## src/rtl/pipeline_ctrl.sv

```systemverilog
// Pipeline controller: run/step sequencing, load-use stalls, memory freeze,
// HALT drain and advancing-cycle counter for a five-stage pipeline.
module pipeline_ctrl #(
    parameter int unsigned DRAIN_DEPTH = 3
) (
    input  logic        i_clock,
    input  logic        i_reset,
    input  logic        i_start,
    input  logic        i_mode,
    input  logic        i_step,
    input  logic        i_idex_memread,
    input  logic [4:0]  i_idex_rt,
    input  logic [4:0]  i_ifid_rs,
    input  logic [4:0]  i_ifid_rt,
    input  logic        i_halt_id,
    input  logic        i_mem_req,
    input  logic        i_mem_ack,
    output logic        o_pc_en,
    output logic        o_ifid_en,
    output logic        o_idex_en,
    output logic        o_exmem_en,
    output logic        o_memwb_en,
    output logic        o_idex_flush,
    output logic        o_halted,
    output logic [2:0]  o_state,
    output logic [31:0] o_cycles
);

    localparam int unsigned STATE_W = 3;
    localparam int unsigned CNT_W   = 4;
    localparam int unsigned CYC_W   = 32;

    typedef enum logic [STATE_W-1:0] {
        ST_IDLE      = 3'd0,
        ST_RUN       = 3'd1,
        ST_STEP_WAIT = 3'd2,
        ST_STEP_EXEC = 3'd3,
        ST_DRAIN     = 3'd4,
        ST_HALTED    = 3'd5
    } state_e;

    state_e             state_q, state_d;
    logic [CNT_W-1:0]   drain_cnt_q, drain_cnt_d;
    logic               step_q, step_d;
    logic [CYC_W-1:0]   cycles_q, cycles_d;

    logic               freeze;
    logic               loaduse;
    logic               step_edge;
    logic               advancing;

    // Hazard and step-edge detection from current inputs.
    assign freeze    = i_mem_req & ~i_mem_ack;
    assign loaduse   = i_idex_memread & (i_idex_rt != 5'd0) &
                       ((i_idex_rt == i_ifid_rs) | (i_idex_rt == i_ifid_rt));
    assign step_edge = i_step & ~step_q;

    // Next-state, drain counter, cycle counter and stage enables.
    always_comb begin
        state_d      = state_q;
        drain_cnt_d  = drain_cnt_q;
        step_d       = i_step;
        advancing    = 1'b0;
        o_pc_en      = 1'b0;
        o_ifid_en    = 1'b0;
        o_idex_en    = 1'b0;
        o_exmem_en   = 1'b0;
        o_memwb_en   = 1'b0;
        o_idex_flush = 1'b0;

        case (state_q)
            ST_IDLE: begin
                if (i_start) begin
                    state_d = i_mode ? ST_STEP_WAIT : ST_RUN;
                end
            end

            ST_RUN, ST_STEP_EXEC: begin
                if (!freeze) begin
                    advancing  = 1'b1;
                    o_idex_en  = 1'b1;
                    o_exmem_en = 1'b1;
                    o_memwb_en = 1'b1;
                    if (loaduse) begin
                        // Hold PC/IF-ID, inject a bubble behind the load.
                        o_idex_flush = 1'b1;
                        if (state_q == ST_STEP_EXEC) begin
                            state_d = ST_STEP_WAIT;
                        end
                    end else begin
                        o_pc_en   = 1'b1;
                        o_ifid_en = 1'b1;
                        if (i_halt_id) begin
                            state_d     = ST_DRAIN;
                            drain_cnt_d = '0;
                        end else if (state_q == ST_STEP_EXEC) begin
                            state_d = ST_STEP_WAIT;
                        end
                    end
                end
            end

            ST_STEP_WAIT: begin
                if (step_edge) begin
                    state_d = ST_STEP_EXEC;
                end
            end

            ST_DRAIN: begin
                if (!freeze) begin
                    // Stop fetch; push bubbles so older instructions retire.
                    advancing    = 1'b1;
                    o_idex_flush = 1'b1;
                    o_idex_en    = 1'b1;
                    o_exmem_en   = 1'b1;
                    o_memwb_en   = 1'b1;
                    drain_cnt_d  = drain_cnt_q + CNT_W'(1);
                    if (drain_cnt_q == CNT_W'(DRAIN_DEPTH - 1)) begin
                        state_d = ST_HALTED;
                    end
                end
            end

            ST_HALTED: begin
                state_d = ST_HALTED;
            end

            default: begin
                state_d = ST_IDLE;
            end
        endcase

        cycles_d = advancing ? (cycles_q + CYC_W'(1)) : cycles_q;
    end

    // State, drain counter, step history and cycle counter registers.
    always_ff @(posedge i_clock or negedge i_reset) begin
        if (!i_reset) begin
            state_q     <= ST_IDLE;
            drain_cnt_q <= '0;
            step_q      <= 1'b0;
            cycles_q    <= '0;
        end else begin
            state_q     <= state_d;
            drain_cnt_q <= drain_cnt_d;
            step_q      <= step_d;
            cycles_q    <= cycles_d;
        end
    end

    assign o_state  = STATE_W'(state_q);
    assign o_halted = (state_q == ST_HALTED);
    assign o_cycles = cycles_q;

endmodule

```

## config.mk

```make
export PLATFORM = sky130hd
export DESIGN_NAME = pipeline_ctrl
export DESIGN_NICKNAME = d
export VERILOG_FILES = /design/src/rtl/pipeline_ctrl.sv
export SDC_FILE = /design/constraint.sdc
export NUM_CORES = 1
export LEC_CHECK = 0
export ABC_AREA = 1
export BUFFER_PORTS_ARGS = -buffer_cell sky130_fd_sc_hd__buf_2
export CAP_MARGIN = 20
export CORE_ASPECT_RATIO = 1.5
export CORE_UTILIZATION = 55
export DETAILED_ROUTE_END_ITERATION = 8
export GPL_TIMING_DRIVEN = 1
export PLACE_DENSITY = 0.82
export SYNTH_ARGS = -nofsm -noshare
export SYNTH_HDL_FRONTEND = slang
export SYNTH_SLANG_ARGS = --single-unit
```

## constraint.sdc

```tcl
create_clock -name i_clock -period 3.56 [get_ports i_clock]
set_input_delay 0.356 -clock i_clock [delete_from_list [all_inputs] [get_ports i_clock]]
set_output_delay 0.356 -clock i_clock [all_outputs]
set_load 0.01 [all_outputs]
```

==> results of run 1 <==
## placed cells by master (no fill, tap or decap), types with 2 or more instances in the layout
cell type	count
nand2_1	119
buf_2	65
inv_1	47
nor2_1	42
dfrtp_1	40
nand3_1	18
xor2_1	17
xnor2_1	13
nor3_1	10
o21ai_0	7
nand4_1	7
a21oi_1	6
clkbuf_8	5
inv_2	3
nand2_4	3
ha_1	3
nand2_2	2
nor2_2	2
nand3b_1	2
nor2_4	2
nor3b_1	2
nor3_2	2
## stage by stage
stage	instances	hold WS (ns)	instance area [um^2]	util (%)	total power (uW)
2_1_floorplan	361	0.06041	2597	-	840.0
3_3_place_gp	485	0.4509	2970	65.40	961.3
3_5_place_dp	485	0.4555	2970	65.40	971.9
4_1_cts	493	0.1743	3078	67.77	1345
5_1_grt	493	0.1778	3078	67.77	1423
6_report	493	0.1657	3078	67.77	1331
## per-layer routing
layer	share of wire, %	vias to the layer above	wire [um]	global-route usage (%)
met5	0	-	0	0
met4	3.6	0	211	14.50
met3	3.8	19	220	5.430
met2	53	67	3094	45.56
met1	39	1099	2259	27.11
li1	-	1243	-	-
## Yosys cell counts
library cell	n
nand2_1	119
inv_1	47
nor2_1	42
dfrtp_1	40
nand3_1	18
xor2_1	17
xnor2_1	13
nor3_1	10
nand4_1	7
o21ai_0	7
a21oi_1	6
buf_4	3
ha_1	3
inv_2	3
nand2_4	3
buf_2	2
nand2_2	2
nand3b_1	2
nor2_2	2
nor2_4	2
nor3_2	2
nor3b_1	2
and3_1	1
clkinv_1	1
nand3_2	1
nand3_4	1
nor2_8	1
nor3_4	1
nor4_1	1
o21ai_1	1
or3_1	1
## registers in the layout (all words and copies together) (netlist names)
register / count
drain_cnt_q: 4
o_cycles: 32
step_q: 1
o_state: 3
## kinds of logic after synthesis
family	after synthesis	share of synthesized area (%)
buf+inv	56	8.622
flops	40	38.54
simple gates	218	38.58
compound gates	14	2.697
xor+xnor	30	10.12
fa+ha+maj	3	1.445
## worst register-to-register path, cell delays in order (launching register included)
cell and delay, ns:
dfrtp_1 0.40, ha_1 0.22, nand2_1 0.11, nor2_2 0.14
clkinv_1 0.14, nor2_4 0.17, nand2_4 0.08, nor3_4 0.21
nand3_1 0.11, nand2_1 0.08, nand2_1 0.05
## where the power goes
part           internal (uW)  total [uW]  switching [uW]
Combinational            138         384             246
Sequential               514         581            66.4
Clock                    208         366             158
Total                    860        1330             471
## worst paths after layout
| check | start | end | slack [ns] | cells after the start |
|---|---|---|---|---|
| setup / recovery | o_state[0]$_DFFE_PN0P_ | o_memwb_en | 1.44 | 6 |
| hold / removal | i_reset | o_cycles[8]$_DFFE_PN0P_ | 0.17 | 1 |
| setup reg to reg | o_cycles[0]$_DFFE_PN0P_ | o_cycles[22]$_DFFE_PN0P_ | 1.75 | 10 |
| hold reg to reg | o_cycles[31]$_DFFE_PN0P_ | o_cycles[31]$_DFFE_PN0P_ | 0.47 | 1 |
| max in group asynchronous | i_reset | o_cycles[3]$_DFFE_PN0P_ | 2.83 | 1 |
| min in group i_clock | i_step | step_q$_DFF_PN0_ | 0.18 | 1 |
## layout make-up
type,count,share of cell area (%)
repair buffers,65,10.57
flip-flops and latches,40,32.52
inverters,51,6.220
clock buffers,6,2.358
well taps,64,2.602
multi-input cells,265,44.59
clock inverters,2,1.138
==> summary.md, run 1 <==
| Metric | Value |
|---|---|
| Total clock buffers created by CTS | 5 |
| RSZ-0062 raised after global routing | false |
| Routed via count | 2428 |
| Clock Skew | 0.01147 ns |
| Crit path max fanout | 15 |
| Syn Nets | 388 |
| Max-slew headroom | 41.48% |
| Slowest CP cell | dfrtp_1 |
| PostCTS Resize Cnt | 0 |
| Post-route ant nets | 0 |
| Synthesized cell area | 2597 um^2 |
| Yosys warning total | 0 |
| CP Buf/Inv Count | 3 |
| Routed WL | 5.785 mm |
| Final Critical Period | 2.120 ns |
| Status | finished clean |
| Worst Path Required | 3.20 ns |
| Iter 0 DRT Violations | 84 |
| Final TNS setup | 0 ns |
| # Post-CTS Setup Buffers | 0 |
| Pre-CTS WS | 1.709 ns |
| Worst Tran Pin Value | 0.8778 ns |
| Final hold violation count | 0 |
| First-pass GRT wire length | 9.915 mm |
| Hold WC Path Type | in -> async |
| # rows | 30 |
| Cell mode on critical path | nand2_4 |
| Largest net degree at the start of global routing | 41 |
| I/O Pins | 66 |
| Sequential element share of the synthesized area | 38.54% |
| Crit path max-delay family | buffers and inverters |
| Initial Util | 57.19% |
| Leak | 0.001734 uW |
| Die W | 58.11 um |
| Final Net Count | 455 |
| Clk sinks | 40 |
| Fraction of layout cells with a size suffix above 1 | 20.98% |
| Slowest Stage Delay on Critical Path | 0.43 ns |
| Final setup viols | 0 |
| Antenna Cells | 0 |
| Register bit total from synthesis | 40 |
| DRT Pass-1 Iters | 4 |
| Type of origin of the critical path | flip-flop |
| Root buffer cell | clkbuf_8 |
| H-tree depth | 2 |
| Critical Setup Path Class | reg -> out |
| Worst endpoint data arrival time | 1.76 ns |
| FF/Latch Area | 1001 um^2 |
| CTS tree | done |
| Multi-input gate area | 1373 um^2 |
| Synthesized area per cell | 7.195 um^2 |
| Worst-path cell chain | inv_2, nand3_4, nand2_4, nand2_4, inv_1, buf_2 |
| Worst VDD drop | 0.2801 mV |
| Die ar. | 5007 um^2 |
| Clk pin slew, worst setup/hold paths | 0.08 ns |
| Count of hold buffers inserted by post-cts repair | 0 |
| Gpl congestion | 0.8835 |
| Port bufs | 65 |
| Die span in y | 86.17 um |
| Yosys cell types | 31 |
| Area Growth Syn to Fin | 18.50% |
| Final worst slack | 1.440 ns |
| Vias per inst | 4.925 |
| Largest cells by area after synthesis | dfrtp_1, nand2_1, inv_1 |
| Period utilization | 59.55% |
| Filler cell count | 419 |
| Pwr Density | 432.5 nW/um^2 |
| Core area | 4542 um^2 |
| Slew Viols, Final | 0 |
| Synth top area share | 38.54% |
| Syn Inst Count | 361 |
| Endpoint type of the worst setup path | output port |
| DR WL/cell | 11.73 um |
| Vias in the first global route | 2381 |
| Total track usage | 25.55% |
| Antenna violations before repair | 0 |
| DPL Wire Length | 4.567 mm |
| Synth area leader | dfrtp_1 |
| GR Overflow Total | 0 |
| Worst-Skew Late Latency | 0.30 ns |
| Post-route DRC | 0 |
| Deepest clock path buffer count | 2 |
| Max Freq | 0.4717 GHz |
| Max-Cap Viols | 0 |
Note: power is estimated with default switching activity, not from simulation.
==> run 2, diff against run 1 <==
CORE_UTILIZATION = 48   (was 55)
PLACE_DENSITY = 0.76   (was 0.82)
clock period = 1.75 ns   (was 3.56 ns; I/O delays follow)
==> run 2 against run 1 <==
Against the previous run:
- hold slack improved by 0.0050 ns
- via count rose by 4.7%
- wire length rose by 10%
- first-iteration DRC count rose by 26%
- die area rose by 14%
- critical endpoint is now o_cycles[22]$_DFFE_PN0P_
- largest cell class unchanged
- highest routed layer unchanged
==> summary.md, run 2 (same netlist as run 1, synthesis figures left out) <==
| Metric | Value |
|---|---|
| Largest net degree at the start of global routing | 20 (-51%) |
| Final hold violation count | 0 (unchanged) |
| Clk sinks | 40 (unchanged) |
| FF/Latch Area | 1003 um^2 (+0.25%) |
| Max-slew headroom | 68.35% (+27 points) |
| Most common cell after layout, fill and taps aside | nand2_1 |
| # rows | 32 (+6.7%) |
| Worst Tran Pin Value | 0.4738 ns (-0.4040 ns) |
| Sw frac | 37.62% (+2.2 points) |
| Sequential power share | 43.4% (-0.2 points) |
| Core area | 5165 um^2 (+14%) |
| Status | finished clean |
| Antenna Cells | 0 (unchanged) |
| Gpl congestion | 0.9953 (+13%) |
| Reg-to-reg endpoint | o_cycles[22]$_DFFE_PN0P_ |
| Grt met3 use | 4.937% (-0.49 points) |
| Setup slack, reg-to-reg | 0.09 ns (-1.66 ns) |
| Vias per inst | 4.907 (-0.36%) |
| Port bufs | 65 (unchanged) |
| Final worst slack | 0.08579 ns (-1.354 ns) |
| Commonest non-fill, non-tap cells in the layout | nand2_1, buf_2, inv_1 |
| Filler cell count | 477 (+14%) |
| Max-Cap Viols | 0 (unchanged) |
| GR Overflow Total | 0 (unchanged) |
| H-tree depth | 2 (unchanged) |
| DPL Wire Length | 5.002 mm (+9.5%) |
| Placed inst area | 3065 um^2 (+3.2%) |
| Crit path max fanout | 4 (-11) |
| Slowest CP cell | nor3b_1 |
| Total track usage | 24.18% (-1.4 points) |
| Hold path start | i_mem_ack |
| Worst reg2reg startpoint | o_cycles[12]$_DFFE_PN0P_ |
| Cell mode on critical path | nand2_1 |
| Clock Skew | 0.005338 ns (-0.006135 ns) |
| Deepest clock path buffer count | 2 (unchanged) |
| Area Growth Syn to Fin | 26.20% |
| Worst Path Required | 1.94 ns (-1.26 ns) |
| Final Instance Area | 3278 um^2 (+6.5%) |
| GRT Max-Usage Layer | met2 |
| Total clock buffers created by CTS | 5 (unchanged) |
| Worst-Skew Late Latency | 0.29 ns (about the same) |
| Layout Cells excl Fill | 518 (+5.1%) |
| First-pass GRT wire length | 10.32 mm (+4.1%) |
| Placed instance count | 501 (+3.3%) |
| Worst hold path depth | 4 |
| RSZ-0062 raised after global routing | false |
| GR Layer Usage met1 | 23.61% (-3.5 points) |
| Slew Viols, Final | 0 (unchanged) |
| Pre-CTS WS | 0.01827 ns (-1.691 ns) |
| Routed via count | 2542 (+4.7%) |
| CTS tree | done |
| Die W | 62.07 um (+6.8%) |
| Root buffer cell | clkbuf_8 |
| Die span in y | 92.10 um (+6.9%) |
| Leak | 0.001823 uW (+5.1%) |
| Worst VDD drop | 0.4953 mV (+77%) |
| Final Critical Period | 1.664 ns |
| Worst-path cell chain | inv_1, nor3_1, nor3b_1, nand3_1, nand2_1, nand2_1 |
| Gate power share | 35.2% (+6.3 points) |
| Max reg flops | 32 (unchanged) |
| Pwr Density | 844.3 nW/um^2 (+95%) |
| Final Net Count | 477 (+4.8%) |
| Multi-input gate area | 1409 um^2 (+2.6%) |
| Initial Util | 50.29% (-6.9 points) |
| Hold endpoint | o_state[0]$_DFFE_PN0P_ |
| Type of origin of the critical path | flip-flop |
| Critical Setup Path Class | reg -> reg |
| Endpoint type of the worst setup path | flip-flop |
| CP Buf/Inv Count | 1 (-2) |
| DR WL/cell | 12.28 um (+4.7%) |
| Antenna violations before repair | 0 (unchanged) |
| I/O Pins | 66 (unchanged) |
| Die ar. | 5716 um^2 (+14%) |
| Worst endpoint data arrival time | 1.85 ns (+0.09 ns) |
| DRT Pass-1 Iters | 4 (unchanged) |
| Hold WC Path Type | in -> reg |
| Vias in the first global route | 2480 (+4.2%) |
| R2R depth | 6 (-4) |
| Max Freq | 0.6009 GHz |
| P_sw | 1041 uW (+120%) |
| Post-route DRC | 0 (unchanged) |
| Clk pin slew, worst setup/hold paths | 0.08 ns (about the same) |
| Iter 0 DRT Violations | 106 (+26%) |
| Clock share of power | 21.4% (-6.1 points) |
| Crit path max-delay family | simple AND/OR/NAND/NOR gates |
| Fraction of layout cells with a size suffix above 1 | 26.22% (+5.2 points) |
| Routed WL | 6.362 mm (+10%) |
| Period utilization | 95.10% |
| Final setup viols | 0 (unchanged) |
| Internal Power | 1727 uW (+100%) |
| Final TNS setup | 0 ns (unchanged) |
| Slowest Stage Delay on Critical Path | 0.47 ns (+0.04 ns) |
| Met2 Usage GRT | 43.79% (-1.8 points) |
| Post-route ant nets | 0 (unchanged) |
[run 2: cell count changes in the layout (fill, tap and decap cells not counted), sizes merged]
cell / previous run / this run
clkinv: 2 / 1
buf: 65 / 85
bufinv: 1 / 0
clkinvlp: 0 / 1
dlygate4sd3: 0 / 2
[run 2: metal layers]
| layer | wire (um) | up-vias |
|---|---|---|
| met3 | 244 | 27 |
| met2 | 3370 | 70 |
| met4 | 302 | 0 |
| met1 | 2445 | 1159 |
| li1 | - | 1286 |
| met5 | 0 | - |
[run 2: power groups by stage]
stage,clock network (uW),registers [uW],logic [uW]
floorplan,0,1220,485
global placement,0,1190,807
detailed placement,0,1200,822
CTS,603,1180,879
global route,630,1210,1090
finish,593,1200,974
[run 2: through the flow]
step           util, %  hold slack, ns  total power, uW
6_report         63.47          0.1708             2768
5_1_grt          63.47          0.2027             2930
4_1_cts          61.94          0.1793             2662
3_5_place_dp     59.35          0.1339             2021
3_3_place_gp     59.35          0.1273             1998
2_1_floorplan        -         -0.1206             1709
[run 2: how the worst max path moves through the flow]
stage	cells after the start	start	to
after floorplan	10	o_cycles[0]$_DFFE_PN0P_	o_cycles[22]$_DFFE_PN0P_
after global placement	10	o_cycles[1]$_DFFE_PN0P_	o_cycles[22]$_DFFE_PN0P_
after detailed placement	10	o_cycles[1]$_DFFE_PN0P_	o_cycles[22]$_DFFE_PN0P_
after CTS	10	o_cycles[1]$_DFFE_PN0P_	o_cycles[22]$_DFFE_PN0P_
after global routing	9	o_cycles[18]$_DFFE_PN0P_	o_cycles[26]$_DFFE_PN0P_
final	6	o_cycles[12]$_DFFE_PN0P_	o_cycles[22]$_DFFE_PN0P_
[run 2: tightest hold or removal path, cell delays in order]
cell,delay [ns]
buf_2,0.07
nor2_1,0.07
nand2_1,0.07
nand2_1,0.05
[run 2: area by class of cell]
cell class	count	share of cell area (%)
tap	68	2.595
inverter	51	5.954
clock buffer	6	2.214
multi-input combinational	265	42.98
clock inverter	1	0.1527
timing repair buffer	87	15.50
sequential	40	30.61
[run 2: timing repair]
action,4_1_cts,5_1_grt
endpoints found under the setup margin,3,10
pin swaps,0,5
hold buffers,2,0
hold endpoints to repair,18,0
resized for setup,3,9
setup buffers,3,5
